**config.mk**
```make
export PLATFORM = sky130hd
export DESIGN_NAME = mem_arbiter
export DESIGN_NICKNAME = d
export VERILOG_FILES = /design/src/rtl/mem_arbiter.sv
export SDC_FILE = /design/constraint.sdc
export NUM_CORES = 1
export LEC_CHECK = 0
export CORE_MARGIN = 5
export CORE_UTILIZATION = 40
export CTS_CLUSTER_SIZE = 28
export DETAILED_ROUTE_END_ITERATION = 12
export GPL_ROUTABILITY_DRIVEN = 0
export PLACE_DENSITY = 0.78
export SLEW_MARGIN = 20
export SYNTH_ARGS = -nofsm -noshare
export SYNTH_HDL_FRONTEND = slang
export SYNTH_SLANG_ARGS = --single-unit
```
**constraint.sdc**
```tcl
create_clock -name clk -period 1.38 [get_ports clk]
set_input_delay 0.345 -clock clk [delete_from_list [all_inputs] [get_ports clk]]
set_output_delay 0.345 -clock clk [all_outputs]
set_load 0.01 [all_outputs]
```
**src/rtl/mem_arbiter.sv**
```systemverilog
// Round-robin arbiter that lets instruction fetch (device 1) and load/store (device 2)
// share one memory port: one strobe per access, ack wait with timeout, done pulse back.
module mem_arbiter #(
  parameter int ADDR_WIDTH = 8,
  parameter int DATA_WIDTH = 8,
  parameter int TIMEOUT    = 15
) (
  input  logic                  clk,
  input  logic                  reset,
  input  logic                  device_1_mem_en,
  input  logic [ADDR_WIDTH-1:0] device_1_mem_addr,
  output logic                  device_1_do_ack,
  input  logic                  device_2_mem_en,
  input  logic                  device_2_mem_we,
  input  logic [ADDR_WIDTH-1:0] device_2_mem_addr,
  input  logic [DATA_WIDTH-1:0] device_2_mem_di,
  output logic                  device_2_do_ack,
  output logic [DATA_WIDTH-1:0] rdata,
  output logic                  bus_error,
  output logic                  mem_en,
  output logic                  mem_we,
  output logic [ADDR_WIDTH-1:0] mem_addr,
  output logic [DATA_WIDTH-1:0] mem_di,
  input  logic                  mem_ack,
  input  logic [DATA_WIDTH-1:0] mem_do
);

  localparam logic [1:0] S_IDLE  = 2'd0;
  localparam logic [1:0] S_ISSUE = 2'd1;
  localparam logic [1:0] S_WAIT  = 2'd2;
  localparam logic [1:0] S_DONE  = 2'd3;

  // Last WAIT cycle index: counter starts at 0 in the first WAIT cycle.
  localparam logic [7:0] TO_LAST = 8'(TIMEOUT - 1);

  logic [1:0]            state_q, state_d;
  logic                  last_q, last_d;  // 1 = device 2 holds / last held the grant
  logic [7:0]            cnt_q, cnt_d;
  logic                  mem_en_q, mem_en_d;
  logic                  mem_we_q, mem_we_d;
  logic [ADDR_WIDTH-1:0] mem_addr_q, mem_addr_d;
  logic [DATA_WIDTH-1:0] mem_di_q, mem_di_d;
  logic [DATA_WIDTH-1:0] rdata_q, rdata_d;
  logic                  ack1_q, ack1_d;
  logic                  ack2_q, ack2_d;
  logic                  berr_q, berr_d;
  logic                  grant2;
  logic                  finish;
  logic                  timeout;

  always_comb begin
    state_d    = state_q;
    last_d     = last_q;
    cnt_d      = cnt_q;
    mem_en_d   = 1'b0;
    mem_we_d   = mem_we_q;
    mem_addr_d = mem_addr_q;
    mem_di_d   = mem_di_q;
    rdata_d    = rdata_q;
    ack1_d     = 1'b0;
    ack2_d     = 1'b0;
    berr_d     = 1'b0;
    grant2     = 1'b0;
    finish     = 1'b0;
    timeout    = 1'b0;

    case (state_q)
      S_IDLE: begin
        if (device_1_mem_en || device_2_mem_en) begin
          grant2     = device_2_mem_en && (!device_1_mem_en || !last_q);
          last_d     = grant2;
          mem_en_d   = 1'b1;
          mem_we_d   = grant2 ? device_2_mem_we : 1'b0;
          mem_addr_d = grant2 ? device_2_mem_addr : device_1_mem_addr;
          mem_di_d   = grant2 ? device_2_mem_di : '0;
          state_d    = S_ISSUE;
        end
      end
      S_ISSUE: begin
        cnt_d = '0;
        if (mem_ack) finish = 1'b1;
        else         state_d = S_WAIT;
      end
      S_WAIT: begin
        if (mem_ack) begin
          finish = 1'b1;
        end else if (cnt_q == TO_LAST) begin
          finish  = 1'b1;
          timeout = 1'b1;
        end else begin
          cnt_d = cnt_q + 8'd1;
        end
      end
      S_DONE:  state_d = S_IDLE;
      default: state_d = S_IDLE;
    endcase

    // Completion: an ack always beats a same-cycle timeout expiry.
    if (finish) begin
      state_d = S_DONE;
      ack1_d  = !last_q;
      ack2_d  = last_q;
      berr_d  = timeout;
      if (mem_ack && !mem_we_q) rdata_d = mem_do;
    end
  end

  always_ff @(posedge clk) begin
    if (reset) begin
      state_q    <= S_IDLE;
      last_q     <= 1'b1;
      cnt_q      <= '0;
      mem_en_q   <= 1'b0;
      mem_we_q   <= 1'b0;
      mem_addr_q <= '0;
      mem_di_q   <= '0;
      rdata_q    <= '0;
      ack1_q     <= 1'b0;
      ack2_q     <= 1'b0;
      berr_q     <= 1'b0;
    end else begin
      state_q    <= state_d;
      last_q     <= last_d;
      cnt_q      <= cnt_d;
      mem_en_q   <= mem_en_d;
      mem_we_q   <= mem_we_d;
      mem_addr_q <= mem_addr_d;
      mem_di_q   <= mem_di_d;
      rdata_q    <= rdata_d;
      ack1_q     <= ack1_d;
      ack2_q     <= ack2_d;
      berr_q     <= berr_d;
    end
  end

  assign device_1_do_ack = ack1_q;
  assign device_2_do_ack = ack2_q;
  assign rdata           = rdata_q;
  assign bus_error       = berr_q;
  assign mem_en          = mem_en_q;
  assign mem_we          = mem_we_q;
  assign mem_addr        = mem_addr_q;
  assign mem_di          = mem_di_q;

endmodule
```
### Yosys cells after proc, flatten, opt, wreduce, memory -nomap -nowiden

Index checks and enable logic that the tools add are counted.

| cells by class | value |
|---|---|
| muxes and demuxes | 15 |
| reductions and logical operators | 17 |
| equal/unequal tests | 8 |
| add/subtract/negate cells | 1 |
| bitwise logic cells | 3 |

Operators with widths:

| cell | count |
|---|---|
| 8-bit two-way mux | 4 |
| 8-bit one-hot mux with 2 select lines | 1 |
| 8-bit by 1-bit adder with 8-bit output (second input constant) | 1 |
| 8-bit by 4-bit == test with 1-bit output (second input constant) | 1 |
| 2-bit two-way mux | 3 |
| 3-bit inequality test (second input constant) | 2 |
| 2-bit one-hot mux with 3 select lines | 1 |
| 3-bit AND reduction | 2 |
| 1-bit two-way mux | 5 |
| 2-bit == test (second input constant) | 2 |
| 2-bit inequality test (second input constant) | 2 |
| 2-bit AND reduction | 2 |
| 4-bit nonzero test | 1 |
| 2-bit OR reduction | 2 |
| 4-bit OR reduction | 1 |
| 1-bit zero test | 3 |
| 1-bit NOT | 3 |
| 2-bit by 1-bit == test with 1-bit output (second input constant) | 1 |
| 1-bit logical AND | 2 |
| 2-bit zero test | 1 |
| 1-bit logical OR | 2 |
| 1-bit one-hot mux with 2 select lines | 1 |
| 2-bit nonzero test | 1 |

| storage, ports and cells | value |
|---|---|
| bits in registers | 40 |
| input bits | 38 |
| output and inout bits | 29 |

### Longest topological paths before layout

| logic depth | value |
|---|---|
| depth after elaboration | 6 |
| mapped depth | 6 |

### Worst setup path before layout

No wires, ideal clock.

| timing path | value |
|---|---|
| kind | reg-to-reg |
| from | register cnt_q[0] |
| to | register cnt_q[4] |
| setup time | 71 ps |
| data required time | 1,309 ps |
| cell stages (with the launch flop) | 7 |
| path slack | -132 ps |
| arrival time | 1,442 ps |
| clock period less this slack | 1,512 ps |
| cell sequence | dfxtp_1 -> inv_1 -> ha_1 -> and4b_1 -> clkbuf_2 -> a2111o_1 -> a21oi_1 |

| between the ends | value |
|---|---|
| longest elaborated chain between the ends | 4 |
| elaborated cells on any way between the ends | 7 |

RTL lines:

| what | line | RTL |
|---|---|---|
| from (decl) | 38 | `logic [7:0] cnt_q, cnt_d;` |
| from (signal assigned) | 124 | `cnt_q <= cnt_d;` |
| 8-bit by 1-bit adder with 8-bit output | 91 | `cnt_d = cnt_q + 8'd1;` |
| 8-bit two-way mux | 87 | `end else if (cnt_q == TO_LAST) begin` |
| 8-bit two-way mux | 85 | `if (mem_ack) begin` |
| 8-bit one-hot mux with 2 select lines | 67 | `case (state_q)` |

Parallel ways exist; a longest one is shown, timed or not. The select of a mux whose other input is x is not followed.
A chain may end at the register's enable or synchronous reset.

### Worst setup path after layout

Same ends and word-level chain as after synthesis.

==> summary.md <==
| Metric | Value |
|---|---|
| R2R depth | `5` |
| Nets | `333` |
| WL met3 | `423 um` |
| First-pass GRT wire length | `8.18 mm` |
| Max Cap Viol | `0` |
| Hold_buf cts | `0` |
| Synth top cells by count | `dfxtp_1, a21oi_1, o21ai_0, nor2_1` |
| Clk sinks | `40` |
| HP Start | `rdata[3]$_SDFFE_PP0P_` |
| Rows | `24` |
| Post-synth top flop | `dfxtp_1` |
| P&R area growth vs syn | `62.3%` |
| Die Height | `77.5 um` |
| DRT iter0 DRCs | `133` |
| Post-synth EDFFs | `0` |
| Clk pin slew, worst setup/hold paths | `0.08 ns` |
| Required @ worst endpoint | `1.62 ns` |
| Final setup margin | `-0.00439 ns` |
| WHS Path Cells | `2` |
| Fillers | `362` |
| Hold EP | `rdata[3]$_SDFFE_PP0P_` |
| Synth Warn # | `0` |
| Max incr delay on CP | `0.40 ns` |
| Clock insertion delay at the later pin of the skew report | `0.30 ns` |
| Placed Cells | `332` |
| Grt ovf | `0` |
| Ant. Diodes | `0` |
| Average vias per placed instance | `5.46` |
| CTS buffer count | `5` |
| Antenna violations before repair | `0` |
| CP Cell Sequence | `inv_2 > ha_4 > and4b_2 > a2111o_1 > a21oi_2` |
| Post-route cell area | `0.00296 mm2` |
| Relative slew slack | `76.6%` |
| IO buf count | `66` |
| CTS Root Cell | `clkbuf_8` |
| Peak VDD IR | `0.784 mV` |
| M1 wire length | `2.25 mm` |
| Total power | `3960 uW` |
| Fin. max-slew vios | `0` |
| Sequential share of the synthesized area | `43.9%` |
| DRC violations left | `0` |
| Worst Skew | `0.0102 ns` |
| Final Hold Viols | `0` |
| P per Cell Area | `1340 mW/mm2` |
| Actual slew at the worst max-slew pin | `0.346 ns` |
| Outcome | `finished with violations` |
| Mapped Area | `0.00182 mm2` |
| Avg Inst Size Synth | `9.12 um2` |
| Post-route ant nets | `0` |
| Most common cell in the netlist | `dfxtp_1` |
| CTS Buffer Depth | `2` |
| Post-Route WL | `5.16 mm` |
| Die ar. | `0.00601 mm2` |
| DRT Pass-1 Iters | `4` |
| Top Family by Delay on Critical Path | `compound AO/OA/AOI/OAI gates` |
| Layout Cells excl Fill | `342` |
| Layout cell share with drive strength beyond 1 | `25.2%` |
| Post-Syn Instances | `200` |
| Slowest cell on crit path | `a2111o_1` |
| RSZ-0062 raised after global routing | `yes` |
| Top cells by area, synth | `dfxtp_1, a21oi_1, mux2i_1` |
| Worst Setup Path Type | `register to register` |
| Largest net degree at the start of global routing | `22` |
| Share of the synthesized area in the top cell type | `43.9%` |
| Startpoint types | `register` |
| Core area | `0.00438 mm2` |
| Post-synth top area cell | `dfxtp_1` |
| Failing checks | `negative setup slack` |
| CTS tree | `built` |
| Vias | `1868` |
| WP buf/inv | `1` |
| CP arrival | `1.62 ns` |
| I/O pin count | `67` |
| Cell leakage power | `0.00124 uW` |
| Final worst path period share | `100%` |
| H-tree Lvls | `2` |
| Worst r2r dst | `cnt_q[4]$_SDFFE_PP0P_` |
| Seq cells post-synth | `40` |
| Initial Util | `41.6%` |
| R2R Path Start | `cnt_q[0]$_SDFFE_PP0P_` |
| Final setup vio count | `1` |
| Routed length on met2 | `2.41 mm` |
| Worst setup EP type | `register` |
| Vias in the first global route | `1825` |
| FMAX | `722 MHz` |
| Top sig layer | `met4` |
| Ys async rst share | `0%` |
| R2r setup slk | `-0.004 ns` |
| Min Tclk post-route | `1.38 ns` |
| WL/cell | `15.1 um` |
| Crit Path Max Fanout | `7` |
| Cell variety after synth | `41` |
| DP HPWL | `3.61 mm` |
| Die Span X | `77.5 um` |
| Synth Net Count | `244` |
| Area of placed instances | `0.00274 mm2` |
| Hold Path Class | `register to register` |
| GRT Total Usage | `16.4%` |
report_power, final:
group	total, uW	internal, uW	leakage, uW	switching, uW
clock	834	405	0.0000434	429
combinational	1690	841	0.000866	849
sequential	1440	1330	0.000329	102
routing by layer:
layer | vias up | global-route usage (%)
met3 | 7 | 6.37
met2 | 65 | 25.7
li1 | 922 | -
met4 | 0 | 6.53
met5 | - | 0
met1 | 874 | 20.3
what timing repair did:
item	in CTS	in global routing
gates resized for setup	40	31
endpoints found under the hold margin	0	0
setup endpoints to repair	54	35
setup buffers	2	0
pin swaps	4	20
gates cloned	0	0
worst max-delay path by stage:
stage                                  from                 endpoint  depth (start not counted)
floorplan             cnt_q[0]$_SDFFE_PP0P_  state_q[0]$_SDFFE_PP0P_                          6
global placement                    mem_ack    cnt_q[7]$_SDFFE_PP0P_                          4
detailed placement                  mem_ack    cnt_q[7]$_SDFFE_PP0P_                          4
CTS                   cnt_q[0]$_SDFFE_PP0P_    cnt_q[4]$_SDFFE_PP0P_                          5
global route        state_q[0]$_SDFFE_PP0P_    rdata[1]$_SDFFE_PP0P_                          7
finish                cnt_q[0]$_SDFFE_PP0P_    cnt_q[4]$_SDFFE_PP0P_                          5
cell type report:
cell class / count / area, um2 / area share, %
Clock inverter: 2 / 15.0 / 0.507
Timing Repair Buffer: 96 / 886 / 29.9
Clock buffer: 6 / 82.6 / 2.79
Inverter: 8 / 32.5 / 1.10
Sequential cell: 40 / 810 / 27.3
Multi-Input combinational cell: 138 / 1070 / 36.1
Tap cell: 52 / 65.1 / 2.20
worst register-to-register path: cells and delay by family (launching register included):
kind,cells,cell delay (ns)
compound gates,2,0.52
flops,1,0.33
fa+ha+maj,1,0.15
buf+inv,1,0.04
simple gates,1,0.30
layout by cell type (no fill, tap or decap), types with 2 or more instances in the layout:
cell type,netlist,routed
nor4b_1,2,2
clkdlybuf4s50_1,0,34
nor3_1,4,3
nor2_1,13,13
nand2_1,3,3
ha_4,0,4
clkinvlp_4,0,2
buf_4,0,26
mux2i_1,11,11
a32oi_1,9,9
clkbuf_8,0,6
nand3_1,11,9
a21oi_2,0,4
dlygate4sd2_1,0,30
or3_1,2,2
buf_6,2,2
o21ai_1,0,6
nand3_2,0,2
o2bb2ai_1,2,2
o211ai_1,4,4
o21ai_2,0,5
dfxtp_2,0,4
a211o_1,2,2
a21oi_1,24,20
inv_1,8,5
nand2b_1,2,2
inv_2,0,2
o21ai_0,22,11
buf_12,0,2
dfxtp_1,40,35
dlymetal6s2s_1,0,2
stage by stage:
step	setup slack (ns)	hold WS, ns	utilization [%]	setup TNS, ns
floorplan	-0.0442	0.435	-	-0.235
global placement	-0.334	0.461	62.6	-8.64
detailed placement	-0.365	0.468	62.6	-10.05
CTS	-0.0343	0.477	64.8	-0.0348
global route	-0.131	0.497	67.5	-1.06
finish	-0.00439	0.463	67.5	-0.00439
state kept, by name, indices dropped and copies added (netlist names):
register,cells
mem_di,8
mem_we,1
cnt_q,8
last_q,1
state_q,2
device_1_do_ack,1
mem_addr,8
mem_en,1
bus_error,1
device_2_do_ack,1
rdata,8
logic make-up after synthesis:
kind of cell    after synthesis  synth area share, %
fa+ha+maj                     6                 4.12
mux                          11                 6.04
compound gates               75                 26.1
flops                        40                 43.9
simple gates                 46                 14.3
buf+inv                      22                 5.62
Power figures use the tool's default switching activity.
